==> src/rtl/i2c_seg_pkg.sv <==
// Shared definitions for the I2C 7-segment target: FSM states, register map,
// control bit positions and the hex-to-segment table.
package i2c_seg_pkg;

    // Ordering matters: every state from ST_ADDR_ACK upward counts as busy.
    typedef enum logic [3:0] {
        ST_IDLE      = 4'd0,
        ST_ADDR      = 4'd1,
        ST_IGNORE    = 4'd2,
        ST_ADDR_ACK  = 4'd3,
        ST_PTR       = 4'd4,
        ST_PTR_ACK   = 4'd5,
        ST_WDATA     = 4'd6,
        ST_WDATA_ACK = 4'd7,
        ST_RDATA     = 4'd8,
        ST_RDATA_ACK = 4'd9
    } state_e;

    localparam int REG_RAW     = 0;
    localparam int REG_CTRL    = 1;
    localparam int REG_HEX     = 2;
    localparam int REG_SCRATCH = 3;

    localparam int CTRL_EN  = 0;
    localparam int CTRL_HEX = 1;

    // {g,f,e,d,c,b,a} patterns, entry 15 first down to entry 0.
    localparam logic [15:0][6:0] HEX_SEG_TABLE = {
        7'h71, 7'h79, 7'h5E, 7'h39, 7'h7C, 7'h77, 7'h6F, 7'h7F,
        7'h07, 7'h7D, 7'h6D, 7'h66, 7'h4F, 7'h5B, 7'h06, 7'h3F
    };

    function automatic logic is_busy(input state_e s);
        return (s >= ST_ADDR_ACK);
    endfunction

endpackage

==> src/rtl/seg_hex_decode.sv <==
// Combinational hex digit to active-high {g..a} segment pattern.
module seg_hex_decode
    import i2c_seg_pkg::*;
(
    input  logic [3:0] i_digit,
    output logic [6:0] o_seg
);

    assign o_seg = HEX_SEG_TABLE[i_digit];

endmodule

==> src/rtl/i2c_seg_target.sv <==
// I2C target with a small register file that selects the raw or hex-decoded
// pattern driven onto the 7-segment outputs.
module i2c_seg_target
    import i2c_seg_pkg::*;
#(
    parameter logic [6:0] DEV_ADDR = 7'h2A,
    parameter int         NUM_REGS = 4
) (
    input  logic       clk,
    input  logic       rst_n,
    input  logic       scl_in,
    input  logic       sda_in,
    output logic       sda_oe,
    output logic [7:0] seg_out,
    output logic       reg_wr,
    output logic       busy
);

    localparam int PTR_W = $clog2(NUM_REGS);

    logic             r_scl_meta, r_scl_sync, r_scl_prev;
    logic             r_sda_meta, r_sda_sync, r_sda_prev;
    logic             w_scl_rise, w_scl_fall, w_start, w_stop;
    state_e           r_state, w_state_nxt;
    logic [3:0]       r_cnt, w_cnt_nxt;
    logic [7:0]       r_shift, w_shift_nxt, w_byte, w_rd_byte;
    logic             r_sda_oe, w_oe_nxt, r_rw, w_rw_nxt, w_commit;
    logic             r_reg_wr, r_busy;
    logic [PTR_W-1:0] r_ptr, w_ptr_nxt;
    logic [7:0]       r_regs [NUM_REGS];
    logic [6:0]       w_hex_seg;
    logic [7:0]       r_seg, w_seg_nxt;

    // Synchronizers reset to SCL high / SDA low so leaving reset can never look like a START.
    always_ff @(posedge clk or negedge rst_n) begin
        if (!rst_n) begin
            r_scl_meta <= 1'b1;
            r_scl_sync <= 1'b1;
            r_scl_prev <= 1'b1;
            r_sda_meta <= 1'b0;
            r_sda_sync <= 1'b0;
            r_sda_prev <= 1'b0;
        end else begin
            r_scl_meta <= scl_in;
            r_scl_sync <= r_scl_meta;
            r_scl_prev <= r_scl_sync;
            r_sda_meta <= sda_in;
            r_sda_sync <= r_sda_meta;
            r_sda_prev <= r_sda_sync;
        end
    end

    assign w_scl_rise = r_scl_sync & ~r_scl_prev;
    assign w_scl_fall = ~r_scl_sync & r_scl_prev;
    assign w_start    = r_scl_sync & r_scl_prev & r_sda_prev & ~r_sda_sync;
    assign w_stop     = r_scl_sync & r_scl_prev & ~r_sda_prev & r_sda_sync;
    assign w_byte     = {r_shift[6:0], r_sda_sync};
    assign w_rd_byte  = r_regs[r_ptr];

    // Bus protocol next-state: sample on SCL rise, drive SDA on SCL fall.
    always_comb begin
        w_state_nxt = r_state;
        w_cnt_nxt   = r_cnt;
        w_shift_nxt = r_shift;
        w_oe_nxt    = r_sda_oe;
        w_ptr_nxt   = r_ptr;
        w_rw_nxt    = r_rw;
        w_commit    = 1'b0;
        if (w_start) begin
            w_state_nxt = ST_ADDR;
            w_cnt_nxt   = 4'd0;
            w_oe_nxt    = 1'b0;
        end else if (w_stop) begin
            w_state_nxt = ST_IDLE;
            w_oe_nxt    = 1'b0;
        end else if (w_scl_rise) begin
            case (r_state)
                ST_ADDR, ST_PTR, ST_WDATA: begin
                    w_shift_nxt = w_byte;
                    if (r_cnt == 4'd7) begin
                        w_cnt_nxt = 4'd0;
                        case (r_state)
                            ST_ADDR: begin
                                w_rw_nxt    = w_byte[0];
                                w_state_nxt = (w_byte[7:1] == DEV_ADDR) ? ST_ADDR_ACK : ST_IGNORE;
                            end
                            ST_PTR: begin
                                w_ptr_nxt   = w_byte[PTR_W-1:0];
                                w_state_nxt = ST_PTR_ACK;
                            end
                            default: begin
                                w_commit    = 1'b1;
                                w_ptr_nxt   = r_ptr + PTR_W'(1);
                                w_state_nxt = ST_WDATA_ACK;
                            end
                        endcase
                    end else begin
                        w_cnt_nxt = r_cnt + 4'd1;
                    end
                end
                ST_RDATA:     w_cnt_nxt = r_cnt + 4'd1;
                ST_RDATA_ACK: w_state_nxt = r_sda_sync ? ST_IGNORE : ST_RDATA_ACK;
                default:      w_cnt_nxt = r_cnt;
            endcase
        end else if (w_scl_fall) begin
            case (r_state)
                ST_ADDR_ACK, ST_PTR_ACK, ST_WDATA_ACK: begin
                    if (r_cnt == 4'd0) begin
                        w_oe_nxt  = 1'b1;
                        w_cnt_nxt = 4'd1;
                    end else begin
                        w_cnt_nxt = 4'd0;
                        w_oe_nxt  = 1'b0;
                        if (r_state == ST_ADDR_ACK && r_rw) begin
                            w_shift_nxt = w_rd_byte;
                            w_oe_nxt    = ~w_rd_byte[7];
                            w_state_nxt = ST_RDATA;
                        end else if (r_state == ST_ADDR_ACK) begin
                            w_state_nxt = ST_PTR;
                        end else begin
                            w_state_nxt = ST_WDATA;
                        end
                    end
                end
                ST_RDATA: begin
                    if (r_cnt == 4'd8) begin
                        w_oe_nxt    = 1'b0;
                        w_ptr_nxt   = r_ptr + PTR_W'(1);
                        w_state_nxt = ST_RDATA_ACK;
                    end else begin
                        w_shift_nxt = {r_shift[6:0], 1'b0};
                        w_oe_nxt    = ~r_shift[6];
                    end
                end
                ST_RDATA_ACK: begin
                    w_shift_nxt = w_rd_byte;
                    w_oe_nxt    = ~w_rd_byte[7];
                    w_cnt_nxt   = 4'd0;
                    w_state_nxt = ST_RDATA;
                end
                default: w_oe_nxt = r_sda_oe;
            endcase
        end else begin
            w_state_nxt = r_state;
        end
    end

    // Protocol state, shifter, pointer and status outputs.
    always_ff @(posedge clk or negedge rst_n) begin
        if (!rst_n) begin
            r_state  <= ST_IDLE;
            r_cnt    <= 4'd0;
            r_shift  <= 8'h00;
            r_sda_oe <= 1'b0;
            r_ptr    <= '0;
            r_rw     <= 1'b0;
            r_reg_wr <= 1'b0;
            r_busy   <= 1'b0;
        end else begin
            r_state  <= w_state_nxt;
            r_cnt    <= w_cnt_nxt;
            r_shift  <= w_shift_nxt;
            r_sda_oe <= w_oe_nxt;
            r_ptr    <= w_ptr_nxt;
            r_rw     <= w_rw_nxt;
            r_reg_wr <= w_commit;
            r_busy   <= is_busy(w_state_nxt);
        end
    end

    // Register file write port.
    always_ff @(posedge clk or negedge rst_n) begin
        if (!rst_n) begin
            for (int i = 0; i < NUM_REGS; i++) begin
                r_regs[i] <= 8'h00;
            end
        end else if (w_commit) begin
            r_regs[r_ptr] <= w_byte;
        end
    end

    seg_hex_decode u_hex (
        .i_digit (r_regs[REG_HEX][3:0]),
        .o_seg   (w_hex_seg)
    );

    // Display source selection.
    always_comb begin
        if (!r_regs[REG_CTRL][CTRL_EN]) begin
            w_seg_nxt = 8'h00;
        end else if (r_regs[REG_CTRL][CTRL_HEX]) begin
            w_seg_nxt = {r_regs[REG_HEX][4], w_hex_seg};
        end else begin
            w_seg_nxt = r_regs[REG_RAW];
        end
    end

    // Registered segment drive.
    always_ff @(posedge clk or negedge rst_n) begin
        if (!rst_n) begin
            r_seg <= 8'h00;
        end else begin
            r_seg <= w_seg_nxt;
        end
    end

    assign sda_oe  = r_sda_oe;
    assign seg_out = r_seg;
    assign reg_wr  = r_reg_wr;
    assign busy    = r_busy;

endmodule

==> config.mk <==
export PLATFORM = sky130hd
export DESIGN_NAME = i2c_seg_target
export DESIGN_NICKNAME = d
export VERILOG_FILES = /design/src/rtl/i2c_seg_pkg.sv /design/src/rtl/seg_hex_decode.sv /design/src/rtl/i2c_seg_target.sv
export SDC_FILE = /design/constraint.sdc
export NUM_CORES = 1
export LEC_CHECK = 0
export ABC_AREA = 1
export CAP_MARGIN = 10
export CORE_AREA = 2 2 100 102
export CTS_BUF_LIST = sky130_fd_sc_hd__clkbuf_4 sky130_fd_sc_hd__clkbuf_8
export CTS_CLUSTER_SIZE = 25
export DETAILED_ROUTE_END_ITERATION = 10
export DIE_AREA = 0 0 102 104
export PLACE_DENSITY_LB_ADDON = 0.08
export SLEW_MARGIN = 25
export SYNTH_ARGS = -nofsm -noshare
export SYNTH_HDL_FRONTEND = slang
export SYNTH_SLANG_ARGS = --single-unit
==> constraint.sdc <==
create_clock -name clk -period 2.96 [get_ports clk]
set_clock_uncertainty 0.05 [all_clocks]
set_input_delay 0.592 -clock clk [delete_from_list [all_inputs] [get_ports clk]]
set_output_delay 0.592 -clock clk [all_outputs]
set_load 0.01 [all_outputs]
==> results.txt, run 1 <==
For this run, the slowest stage of the critical path takes about 0.56 ns. The commonest non-fill, non-tap cell in the layout is sky130_fd_sc_hd__nand2_1. The area taken by flip-flops and latches came out at approximately 1700 um^2. The first global-routing pass estimated between 15 and 20 mm of wire. The number of nets in the synthesized netlist is 476. The overall fraction of global-route tracks in use is 0.186.

The endpoint identified for the worst register-to-register timing path is r_shift[0]$_DFFE_PN0P_. TritonCTS built the clock tree. The number of levels in the clock H-tree came out at 3. Setup violations remaining at the end of the flow were counted as 0. The routed design has 9.12 mm of wire. The startpoint identified for the worst register-to-register timing path is r_scl_sync$_DFF_PN1_.

The die extent in y came out at 104 um. The post-CTS repair timing setup buffer count is 0. For this run, the top clock speed supported by timing is ~450 MHz. The sum of internal, switching and leakage power is 2.56 mW.

The die outline area came out at around 11000 um^2. The share of synthesized area in the top cell type comes to 0.433. At the pin with the least slew margin, the transition time is around 0.7 ns.

In the layout the commonest cells are sky130_fd_sc_hd__nand2_1 (117), sky130_fd_sc_hd__dfrtp_1 (64), sky130_fd_sc_hd__inv_1 (41). The via count normalized by instance count is 5.03. The core box area came out at 9550 um^2. The detailed router's first-iteration violation count is 209.

The leftover overflow at the end of global routing is 0. CTS placed an instance of sky130_fd_sc_hd__clkbuf_8 at the clock tree root. The largest fanout on the critical path came out at 14.

The total I/O pin count is 15. In this run the static leakage power is 1.98 nW. Input and output buffers added on the ports amount to 14.

The worst setup slack after placement is between 0.7 and 0.8 ns. Measured against its own limit, the worst slew margin works out to 0.521. The clock-pin slew on the worst setup and hold paths came out at ~0.080 ns. The number of core rows is 36. The cell count after synthesis came out at between 400 and 500. The most prevalent standard cell on the critical path is sky130_fd_sc_hd__nand2_1. The worst-case reg-to-reg path depth came out at 7. The number of vias in the routed layout is about 3000. The number of synthesis warnings is 0.

The share of the clock period used by the worst path came out at 0.748. Setup slack closes at roughly 0.75 ns. The data required time of the worst path is 3.19 ns. The maximum buffer depth of the clock tree came out at 2. The mapped cell area is 3700 um^2.

Power spread over the standard cell area amounts to between 600 and 700 nW/um^2. The HPWL after detailed placement is 6.51 mm. The layout has between 1000 and 1500 filler cells.

The hold buffer count at cts is 0. Summed over all instances, the cell type with the most area after synthesis is sky130_fd_sc_hd__dfrtp_1. The setup slack of the most critical reg-to-reg path is between 0.7 and 0.8 ns.

The startpoint type of the worst setup path is a register. The count of different cell masters after synthesis came out at 37. The average instance area after synthesis is 8.09 um^2. The total count of hold-check failures in the final report came to 0.

The number of clock buffers added by TritonCTS is 9. The kind of cell with the highest combined delay along the critical path is simple AND/OR/NAND/NOR gates. The detailed-router iteration count before antenna repair came out at 4. The number of antenna diodes is 0. Clock latency on the worst-skew pair, taken at its later pin, is approximately 0.35 ns. The worst hold path belongs to the class primary input to asynchronous set/reset pin. The net count reported at finish is around 490. By area the synthesized netlist is led by sky130_fd_sc_hd__dfrtp_1 (43%), sky130_fd_sc_hd__nand2_1 (12%), sky130_fd_sc_hd__ha_1 (5.1%), sky130_fd_sc_hd__o21ai_0 (4.9%), sky130_fd_sc_hd__o21ai_1 (4.5%). IR analysis of the VDD net gives a maximum drop of ~0.22 mV. The number of global-route vias before repair is approximately 2800. Setup repair after global routing left no endpoint under its margin. The share of cells above drive strength 1 came out at 0.114.

The count of pins over their slew limit is 0. The synthesized design contains 67 register bits. The signal on the critical path passes through ha_1 > inv_1 > nand2_1 > nand2_1 > nor3_4 > nand2_1 > o21ai_1. The post-CTS resize count came out at 0.

The number of antenna violations at the first check in global routing is 0. The pin count of the biggest net entering global routing came out at 32. The total number of clock tree sinks came out at 67.

The initial cell density of the core came out at 0.387. The weighted congestion at the end of routability-driven global placement came out at ~0.89. The number of remaining DRC errors is 0. The post-detailed-route wirelength per cell is approximately 15 um. The post-layout minimum cycle time came out at 2.21 ns. The worst-path cell with the longest stage delay is sky130_fd_sc_hd__dfstp_2. Of the synthesized area, sequential elements account for 0.454. The run finished with clean final reports. The post-synthesis to final-layout area growth came out at 13.0%. STA puts the critical path data arrival time at between 2 and 2.5 ns. The critical path endpoint category is a register. The total area of multi-input combinational cells came out at between 1500 and 2000 um^2.

The count of buffer and inverter cells on the critical path came out at 1. The die is slightly above 100 um wide. Summed over all failing endpoints, the final setup total negative slack is 0 ns.

The count of antenna-violating nets left after detailed routing is 0. The worst setup path is of the register to register kind. The number of max-cap violations came out at 0.
## synthesized netlist by cell type, drive strengths merged
cell / instances
dfrtp: 64
dfstp: 3
o22ai: 3
a21oi: 21
buf: 9
clkbuf: 6
o31ai: 1
nor2: 34
o211ai: 4
o211a: 1
a211oi: 3
nor3: 2
inv: 47
a31oi: 3
xor2: 1
nand3: 35
o21ai: 79
nor3b: 1
ha: 15
o21a: 1
nand4: 1
nand2: 123
## power breakdown
group          total, mW  switching [mW]  internal [mW]
Sequential          1.04          0.0616          0.975
Combinational      0.559           0.383          0.176
Clock              0.965           0.381          0.584
## per-stage QoR
stage	std cells	hold WS (ns)	cell area [um^2]	util
2_1_floorplan	457	0.246	3700	-
3_3_place_gp	592	0.283	3930	0.411
3_5_place_dp	592	0.289	3930	0.411
4_1_cts	608	0.263	4180	0.438
5_1_grt	608	0.282	4180	0.438
6_report	608	0.235	4180	0.438
## metal layers
layer / GRT usage / part of all wire / up-vias
li1: - / - / 1529
met1: 0.297 / 0.53 / 1440
met2: 0.251 / 0.42 / 75
met3: 0.0262 / 0.036 / 12
met4: 0.0686 / 0.016 / 0
met5: 0 / 0 / -
## state kept, by name (all words and copies together), names as in the netlist
register	flops
r_scl_meta	1
r_scl_sync	1
r_state	4
sda_oe	1
r_regs	32
r_scl_prev	1
r_shift	7
seg_out	8
r_cnt	4
r_ptr	2
r_sda_sync	1
reg_wr	1
r_rw	1
r_sda_meta	1
busy	1
r_sda_prev	1
## how the worst max path moves through the flow
stage	endpoint	cells after the start	from	slack [ns]
after floorplan	r_cnt[2]$_DFFE_PN0P_	10	r_scl_prev$_DFF_PN1_	1.13
after global placement	r_shift[1]$_DFFE_PN0P_	7	r_scl_sync$_DFF_PN1_	0.85
after detailed placement	r_shift[2]$_DFFE_PN0P_	7	r_scl_sync$_DFF_PN1_	0.74
after CTS	r_shift[2]$_DFFE_PN0P_	7	r_scl_sync$_DFF_PN1_	0.74
after global routing	r_shift[0]$_DFFE_PN0P_	7	r_scl_sync$_DFF_PN1_	0.48
final	r_shift[0]$_DFFE_PN0P_	7	r_scl_sync$_DFF_PN1_	0.75
## cells by family (layout without fill, tap and decap cells)
logic type	after synthesis	after routing	synth area share
xor gates and xnor gates	1	1	0.00237
AOI/OAI and AO/OA	116	116	0.177
buffers and inverters	62	80	0.0737
adders and majority gates	15	15	0.0507
DFF	67	67	0.454
and+or+nand+nor	196	196	0.242
## final cells by class
class                      count  share of cell area
inverter                      47              0.0428
tap                          133              0.0398
timing repair buffer          17              0.0377
multi-input combinational    328               0.418
sequential                    67               0.402
clock inverter                 6              0.0269
clock buffer                  10              0.0329
No activity file was read; power rests on OpenSTA's default activity.
==> run 2: changes to the inputs <==
==> constraint.sdc (replaced) <==
create_clock -name clk -period 1.89 [get_ports clk]
set_clock_uncertainty 0.05 [all_clocks]
set_input_delay 0.378 -clock clk [delete_from_list [all_inputs] [get_ports clk]]
set_output_delay 0.378 -clock clk [all_outputs]
set_load 0.01 [all_outputs]
==> run 2 against run 1 <==
Clock power up 17%. First-iteration DRC count down 44%. Final cell count up 2.8%. Register-to-register slack worse by 0.65 ns. Power up 48%. Combinational power up 86%. Non-clock buffer count up 20. Utilization up 1.7 points. Via count up 1.5%. Routed wire length up 1.8%. Sequential cell count unchanged. Largest cell class unchanged.
==> results.txt, run 2 (synthesis gave the netlist of run 1 again) <==
The post-synthesis to final-layout area growth is 17.3%. The number of vias in the routed layout is 3101 (+1.5%). In this run the clock root is driven by a sky130_fd_sc_hd__clkbuf_8. The highest clock rate came to 558 MHz (+24%). The maximum buffer depth of the clock tree is 2 (unchanged). The share of cells above drive strength 1 came out at 0.167 (+0.0530). The slowest stage of the critical path is the sky130_fd_sc_hd__dfstp_2 cell. The global-route wire length before repair came out at 15.4 mm (+1.0%). The class of the worst hold path is register to register.

The most prevalent standard cell on the critical path is sky130_fd_sc_hd__nand2_1. The cell count of the worst hold path is 0. The number of input and output port buffers inserted is 14 (unchanged).

The setup total negative slack came out at 0 ns (unchanged). The core box area is 9550 um^2 (unchanged). The number of global-route vias before repair came to 2916 (+3.2%). The register with the most flip-flops is r_regs. The area of placed instances came out at 4110 um^2 (+4.6%). The leftover overflow at the end of global routing is 0 (unchanged).

The post-CTS repair timing setup buffer count is 0 (unchanged). The number of remaining DRC errors came out at 0 (unchanged). The weighted congestion at the end of routability-driven global placement is 0.911 (+2.8%). The initial cell density of the core is 0.387 (unchanged). The number of endpoints failing setup at the final stage is 0 (unchanged). The startpoint of the lowest-slack register-to-register path is r_scl_sync$_DFF_PN1_. The number of levels in the clock H-tree came out at 3 (unchanged). The clock-pin slew on the worst setup and hold paths was 0.07 ns (about the same).

The utilization after layout is 0.454 (+0.0168). The overall fraction of global-route tracks in use was 0.188 (+0.00235). The clock tree from TritonCTS is built. The worst-margin pin slew came to 0.452 ns (-0.268 ns). The peak supply drop came out at 0.331 mV (+51%). The number of antenna violations at the first check in global routing came out at 0 (unchanged). The worst-case reg-to-reg path depth is 9 (+2). The library cells used most frequently in the layout, excluding fill and tap cells, are sky130_fd_sc_hd__nand2_1 (116), sky130_fd_sc_hd__dfrtp_1 (63), sky130_fd_sc_hd__inv_1 (40). The flow ran to the end, and the final reports show no timing, DRC or antenna violations. The via count normalized by instance count is 4.96 (-1.3%). The count of pins over their slew limit is 0 (unchanged). The startpoint of the most critical hold path is r_sda_meta$_DFF_PN0_. The cell area power density was 875 nW/um^2 (+43%). The worst setup path is of the register to register kind. The worst setup path is launched from a register. The sum of internal, switching and leakage power is 3.80 mW (+48%). The number of antenna diodes is 0 (unchanged). The pin count of the biggest net entering global routing came to 68 (+110%). The endpoint identified for the worst register-to-register timing path is r_regs[17]$_DFFE_PN0P_. For hold timing, the worst endpoint is r_sda_sync$_DFF_PN0_. The data arrival time of the worst path was 1.97 ns (-0.48 ns).

The leakage component of the power came to 2.03 nW (+2.5%). The post-route standard cell area excluding fillers came to 4340 um^2 (+3.8%). The count of antenna-violating nets left after detailed routing is 0 (unchanged). The total routed wirelength came out at 9.28 mm (+1.8%). The detailed-router iteration count before antenna repair is 4 (unchanged). The largest fanout on the critical path was 16 (+2).

The post-layout minimum cycle time was 1.79 ns (-0.424 ns). The worst setup path is captured at a register. The die boundary width came out at 102 um (unchanged).

The net count reported at finish is 509 (+4.1%). The total count of hold-check failures in the final report is 0 (unchanged). Setup repair after global routing could not meet its margin everywhere. The TritonCTS buffer count is 9 (unchanged).

The total number of clock tree sinks is 67 (unchanged). The detailed router's first-iteration violation count came out at 117 (-44%). The delay of the slowest cell on the worst path came out at 0.39 ns (-0.17 ns). The die extent in y is 104 um (unchanged). The die outline area was 10600 um^2 (unchanged). Walking the worst path, the cells encountered are ha_1 > nand3_2 > nand2_1 > inv_2 > nand3_4 > nor2_8 > nand2_4 > nand2_1 > o21ai_1. The number of max-cap violations came to 0 (unchanged). The number of flip-flops under the largest register name was 32 (unchanged). The total of fill cells in the finished design is 988 (-2.9%). The setup slack of the most critical reg-to-reg path was 0.1 ns (-0.65 ns). The number of core rows came out at 36 (unchanged).

The share of the clock period used by the worst path came out at 0.947 (+0.199). The post-detailed-route wirelength per cell came out at 14.9 um (-1.0%). The data required time of the worst path is 2.07 ns (-1.12 ns). The HPWL after detailed placement came to 6.59 mm (+1.3%). The total I/O pin count was 15 (unchanged). The clock insertion delay at the later pin of the skew report was 0.34 ns (about the same). The library cell used most frequently in the layout, excluding fill and tap cells, is sky130_fd_sc_hd__nand2_1. The relative slew slack is 0.699 (+0.178).
## run 2: power breakdown
part	internal, mW	total, mW	switching, mW
registers	1.53	1.62	0.0934
clock network	0.600	1.13	0.529
logic	0.395	1.04	0.648
total	2.52	3.80	1.27
## run 2: area by class of cell
| cell class | count | area, um^2 | share of cell area |
|---|---|---|---|
| multi-input combinational | 328 | 1790 | 0.413 |
| sequential | 67 | 1680 | 0.388 |
| timing repair buffer | 37 | 348 | 0.0802 |
| inverter | 47 | 179 | 0.0412 |
| tap | 133 | 166 | 0.0384 |
| clock buffer | 10 | 131 | 0.0303 |
| clock inverter | 3 | 42.5 | 0.00980 |
## run 2: worst max path at each step
stage	start	endpoint	slack [ns]	depth (start not counted)
6_report	r_scl_sync$_DFF_PN1_	r_regs[17]$_DFFE_PN0P_	0.1	9
5_1_grt	r_state[3]$_DFF_PN0_	r_ptr[0]$_DFFE_PN0P_	-0.02	8
4_1_cts	r_scl_prev$_DFF_PN1_	r_cnt[3]$_DFFE_PN0P_	0.07	8
3_5_place_dp	r_scl_prev$_DFF_PN1_	r_cnt[3]$_DFFE_PN0P_	0.08	8
3_3_place_gp	r_scl_sync$_DFF_PN1_	busy$_DFF_PN0_	0.11	10
2_1_floorplan	r_scl_prev$_DFF_PN1_	r_cnt[2]$_DFFE_PN0P_	0.06	10
## run 2: critical path: cells and delay by family, from the launching register on
family                   cells  cell delay (ns)
AND/OR/NAND/NOR              6             0.85
flip-flops                   1             0.39
adder cells (fa/ha/maj)      1             0.21
buffers and inverters        1             0.11
AO/OA/AOI/OAI                1             0.06
## run 2: through the flow
step                      setup WS [ns]  std cells  hold WS (ns)
final                            0.0993        625         0.304
after floorplan                  0.0550        457        0.0324
after global routing            -0.0200        625         0.321
after CTS                        0.0676        625         0.307
after detailed placement         0.0821        611         0.290
after global placement            0.106        611         0.284
## run 2: per-layer routing
metal,track usage,vias up,share of wire
met5,0,-,0
met4,0.0514,0,0.010
met3,0.0430,9,0.034
met2,0.259,55,0.42
met1,0.294,1469,0.53
li1,-,1568,-
## run 2: what timing repair did
item,in CTS,in global routing
gates resized for setup,0,14
endpoints found under the setup margin,0,47
endpoints found under the hold margin,5,0
hold buffers,1,0
